## config.mk

```make
export PLATFORM = sky130hd
export DESIGN_NAME = instr_pack_loader
export DESIGN_NICKNAME = d
export VERILOG_FILES = /design/src/rtl/instr_pack_loader.sv
export SDC_FILE = /design/constraint.sdc
export NUM_CORES = 1
export LEC_CHECK = 0
export CAP_MARGIN = 30
export CORE_ASPECT_RATIO = 1.2
export CORE_MARGIN = 10
export CORE_UTILIZATION = 44
export DETAILED_ROUTE_END_ITERATION = 10
export PLACE_DENSITY = 0.83
export SLEW_MARGIN = 10
export SYNTH_ARGS = -nofsm -noshare
export SYNTH_HDL_FRONTEND = slang
export SYNTH_SLANG_ARGS = --single-unit
```

## constraint.sdc

```tcl
create_clock -name clk -period 2.4 [get_ports clk]
set_input_delay 0.36 -clock clk [delete_from_list [all_inputs] [get_ports clk]]
set_output_delay 0.36 -clock clk [all_outputs]
set_load 0.02 [all_outputs]
```

## src/rtl/instr_pack_loader.sv

```systemverilog
// -----------------------------------------------------------------------------
// instr_pack_loader
//
// Packs MIPS instruction fields (R/I/J formats) into 32-bit words and streams
// them into instruction memory through a registered write port. This is the
// inverse of the pipeline's field splitter. It is used on the boot path to load
// a program before the pipeline is released from reset.
//
// Ports
//   clk, reset            single rising-edge clock, synchronous active-high reset
//   start                 1-cycle pulse that opens a load session (ignored in LOAD)
//   in_valid / in_ready   field bundle handshake (in_ready only in LOAD)
//   fmt                   0=R, 1=I, 2=J, 3=illegal (consumed, never written)
//   op,rs,rt,rd,shamt,
//   funct,imm16,target26  instruction fields, sampled on accept only
//   last                  bundle is the final word of the program
//   wr_en/wr_addr/wr_data imem write port; a word appears one cycle after accept
//   count                 legal words written this session
//   busy / done / err     in LOAD / in DONE / illegal fmt seen this session
// -----------------------------------------------------------------------------
module instr_pack_loader #(
  parameter int ADDR_W    = 8,
  parameter int BASE_ADDR = 0,
  parameter int DEPTH     = 256
) (
  input  logic              clk,
  input  logic              reset,
  input  logic              start,
  input  logic              in_valid,
  output logic              in_ready,
  input  logic [1:0]        fmt,
  input  logic [5:0]        op,
  input  logic [4:0]        rs,
  input  logic [4:0]        rt,
  input  logic [4:0]        rd,
  input  logic [4:0]        shamt,
  input  logic [5:0]        funct,
  input  logic [15:0]       imm16,
  input  logic [25:0]       target26,
  input  logic              last,
  output logic              wr_en,
  output logic [ADDR_W-1:0] wr_addr,
  output logic [31:0]       wr_data,
  output logic [ADDR_W:0]   count,
  output logic              busy,
  output logic              done,
  output logic              err
);

  typedef enum logic [1:0] {
    S_IDLE = 2'd0,
    S_LOAD = 2'd1,
    S_DONE = 2'd2
  } state_t;

  localparam logic [ADDR_W-1:0] BASE_C  = ADDR_W'(BASE_ADDR);
  localparam logic [ADDR_W:0]   DEPTH_C = (ADDR_W+1)'(DEPTH);

  localparam logic [1:0] FMT_R   = 2'd0;
  localparam logic [1:0] FMT_I   = 2'd1;
  localparam logic [1:0] FMT_J   = 2'd2;

  state_t              state_q, state_d;
  logic [ADDR_W-1:0]   ptr_q, ptr_d;
  logic [ADDR_W:0]     count_q, count_d;
  logic                err_q, err_d;
  logic                wr_en_q, wr_en_d;
  logic [ADDR_W-1:0]   wr_addr_q, wr_addr_d;
  logic [31:0]         wr_data_q, wr_data_d;
  logic                accept;
  logic                legal;

  function automatic logic [31:0] pack_word(
    input logic [1:0]  f,
    input logic [5:0]  op_f,
    input logic [4:0]  rs_f,
    input logic [4:0]  rt_f,
    input logic [4:0]  rd_f,
    input logic [4:0]  sh_f,
    input logic [5:0]  fn_f,
    input logic [15:0] imm_f,
    input logic [25:0] tgt_f
  );
    logic [31:0] w;
    case (f)
      FMT_R:   w = {op_f, rs_f, rt_f, rd_f, sh_f, fn_f};
      FMT_I:   w = {op_f, rs_f, rt_f, imm_f};
      FMT_J:   w = {op_f, tgt_f};
      default: w = 32'd0;
    endcase
    return w;
  endfunction

  assign accept = in_valid && (state_q == S_LOAD);
  assign legal  = (fmt != 2'd3);

  always_comb begin
    state_d   = state_q;
    ptr_d     = ptr_q;
    count_d   = count_q;
    err_d     = err_q;
    wr_en_d   = 1'b0;
    wr_addr_d = wr_addr_q;
    wr_data_d = wr_data_q;

    case (state_q)
      S_IDLE, S_DONE: begin
        if (start) begin
          state_d = S_LOAD;
          ptr_d   = BASE_C;
          count_d = '0;
          err_d   = 1'b0;
        end
      end
      S_LOAD: begin
        if (accept) begin
          if (legal) begin
            wr_en_d   = 1'b1;
            wr_addr_d = ptr_q;
            wr_data_d = pack_word(fmt, op, rs, rt, rd, shamt, funct, imm16, target26);
            ptr_d     = ptr_q + 1'b1;
            count_d   = count_q + 1'b1;
          end else begin
            err_d = 1'b1;
          end
          // Only a legal word can bring the session to its depth limit.
          if (last || (legal && (count_q + 1'b1 == DEPTH_C))) begin
            state_d = S_DONE;
          end
        end
      end
      default: state_d = S_IDLE;
    endcase
  end

  // Reset wins over a write registered on the same edge, so an aborted
  // session never leaves a stray strobe behind.
  always_ff @(posedge clk) begin
    if (reset) begin
      state_q   <= S_IDLE;
      ptr_q     <= BASE_C;
      count_q   <= '0;
      err_q     <= 1'b0;
      wr_en_q   <= 1'b0;
      wr_addr_q <= BASE_C;
      wr_data_q <= 32'd0;
    end else begin
      state_q   <= state_d;
      ptr_q     <= ptr_d;
      count_q   <= count_d;
      err_q     <= err_d;
      wr_en_q   <= wr_en_d;
      wr_addr_q <= wr_addr_d;
      wr_data_q <= wr_data_d;
    end
  end

  assign in_ready = (state_q == S_LOAD);
  assign busy     = (state_q == S_LOAD);
  assign done     = (state_q == S_DONE);
  assign err      = err_q;
  assign count    = count_q;
  assign wr_en    = wr_en_q;
  assign wr_addr  = wr_addr_q;
  assign wr_data  = wr_data_q;

endmodule

```

==> results.ini <==
[synthesis]
netlist_top_cells_count=61 x dfxtp_1, 36 x nor2_1, 35 x nand2_1
synth_top_area_share_pct=43.81
seq_area_frac_synth_pct=43.81
yosysMostFrequentCell=dfxtp_1
netlist_instances=331
syn_nets=414
yosysUniqueCellTypes=38
yosysWarnings=0
synth_edf_count=0
synthTopCellsByArea=dfxtp_1 44%, a221oi_1 8.2%, mux2_2 6.5%
synth_area_mm2=0.002788
postSynthAreaPerCell_um2=8.422
ys_ff_latch=61
synth_top_cell_by_area=dfxtp_1
async_reset_ff_share_pct=0
synthFlopType=dfxtp_1

[flow_run]
drv_cap=0

[critical_path]
end_kind=primary output
critPathArrivalTime_ns=1.63
cp_max_fo=9
worstSetupPathType=reg -> out
start_kind=flip-flop
worstPathRequired_ns=2.04

[placed_design]
gp_congestion=0.8676
placement.io_buffers=134
dp.final_hpwl_mm=7.475
dpl.cell_count=532

[die]
initial_core_util_pct=45.78
io_pins=135
dieArea_mm2=0.009933
num_rows=31
core_area_mm2=0.006090
die_h_um=107.2
die_w_um=92.66

[routing]
via_per_inst=5.562
dr.first_iter.drc_count=125
drc_errors=0
via_count=3048
wl_per_cell_um=18.22
ant_nets=0
first_pass_iters=4
totalWireLength_mm=9.983

[sta]
fmax_ghz=0.5037
period_share_pct=82.72
rsz0062_at_grt=no
hold_viol=0
max-slew-margin-rel_pct=45.57
skew_ns=0.007721
finalSetupViolations=0
slew_viol_final=0
worst_pin_slew_ns=0.8165
finalSetupTns_ns=0
fin_crit_ns=1.985

[cts]
clockBufferDepth=2
hold_buffers=0
cts_root_buf=clkbuf_8
cts_sinks=61
cts_resized=0
clk_latency_ns=0.33
cts_buffers=9
cts.htree.levels=3
post-cts-setup-buffers=0
cts_tree=done
clk_pin_slew_worst_paths_ns=0.07

[global_routing]
track_usage_pct=18.83
grt_max_degree=44
grt_pass1_vias=2850
grt_pass1_wl_mm=15.19
grt-ovfl-total=0
antenna_found_initial=0

[finish]
drive_gt1_share_pct=9.657
final_cells=548
syn_to_final_growth_pct=57.59
diodes=0
final_nets=544

[status]
status=completed

[power]
p_leak_nw=1.518
peakVddDrop_uv=404.3
powerDensity_mw_per_mm2=529.3

[hold_path]
hold_path.class=reg -> reg

-- cell families after synthesis --
family / after synthesis / share of synthesized area (%)
AO/OA/AOI/OAI: 85 / 20.83
adder cells (fa/ha/maj): 2 / 0.8975
buffers and inverters: 30 / 4.757
flip-flops: 61 / 43.81
multiplexers: 16 / 6.463
AND/OR/NAND/NOR: 137 / 23.25
-- where the power goes --
part	switching, W	internal (W)	leakage [nW]
combinational	0.000204	0.000248	0.936
clock	0.000375	0.000432	0.0877
sequential	0.0000198	0.00105	0.495
total	0.000599	0.00173	1.52
-- cells in the final DEF (no fill, tap or decap), drive strengths merged, types with 12 or more instances in the layout --
cell type / netlist / layout
buf: 9 / 12
a21oi: 33 / 33
clkdlybuf4s50: 0 / 133
mux2: 16 / 16
clkbuf: 17 / 15
dfxtp: 61 / 61
nand2: 35 / 35
nor3: 31 / 31
nor2: 37 / 37
a221oi: 26 / 26
-- final cells by class --
type                    count  area, µm²
clock buffers              15      166.4
clock inverters             1      5.005
fillers                   464       1697
inverters                   4      15.01
multi-input cells         240       1439
flip-flops and latches     61       1221
well taps                  82      102.6
repair buffers            145       1444
-- through the flow --
stage	hold WS (ns)	total power (W)	util, %	setup slack [ns]	instance area, µm²
3_5_place_dp	0.4455	0.001540	69.32	0.3420	4222
4_1_cts	0.4547	0.002337	72.14	0.4083	4393
3_3_place_gp	0.4418	0.001530	69.32	0.3721	4222
5_1_grt	0.4776	0.002415	72.14	0.3673	4393
6_report	0.4529	0.002325	72.14	0.4147	4393
2_1_floorplan	0.4401	0.001291	-	0.7307	2788
-- flip-flops by register name, indices dropped and copies added, names as in the netlist --
signal / count
count: 9
err: 1
ptr_q: 8
state_q: 2
wr_addr: 8
wr_data: 32
wr_en: 1
-- critical path, cell delays in order, from the launching register on --
cell             delay, ns
dfxtp_1               0.45
and2b_4               0.23
clkdlybuf4s50_1       0.61
-- routing by layer --
| layer | GRT usage, % | vias to the layer above | routed length, µm |
|---|---|---|---|
| li1 | - | 1472 | - |
| met1 | 21.78 | 1452 | 4202 |
| met2 | 31.57 | 110 | 4675 |
| met3 | 6.699 | 14 | 942 |
| met4 | 6.291 | 0 | 162 |
| met5 | 0 | - | 0 |
-- final timing paths --
path | start | to | slack (ns) | depth (start not counted)
worst max-delay path | state_q[0] | busy | 0.41 | 2
worst min-delay path | wr_data[27] | wr_data[27] | 0.45 | 2
worst max register to register | state_q[0] | count[5] | 0.65 | 5
worst min register to register | wr_data[27] | wr_data[27] | 0.45 | 2
Note: power is estimated with default switching activity, not from simulation.
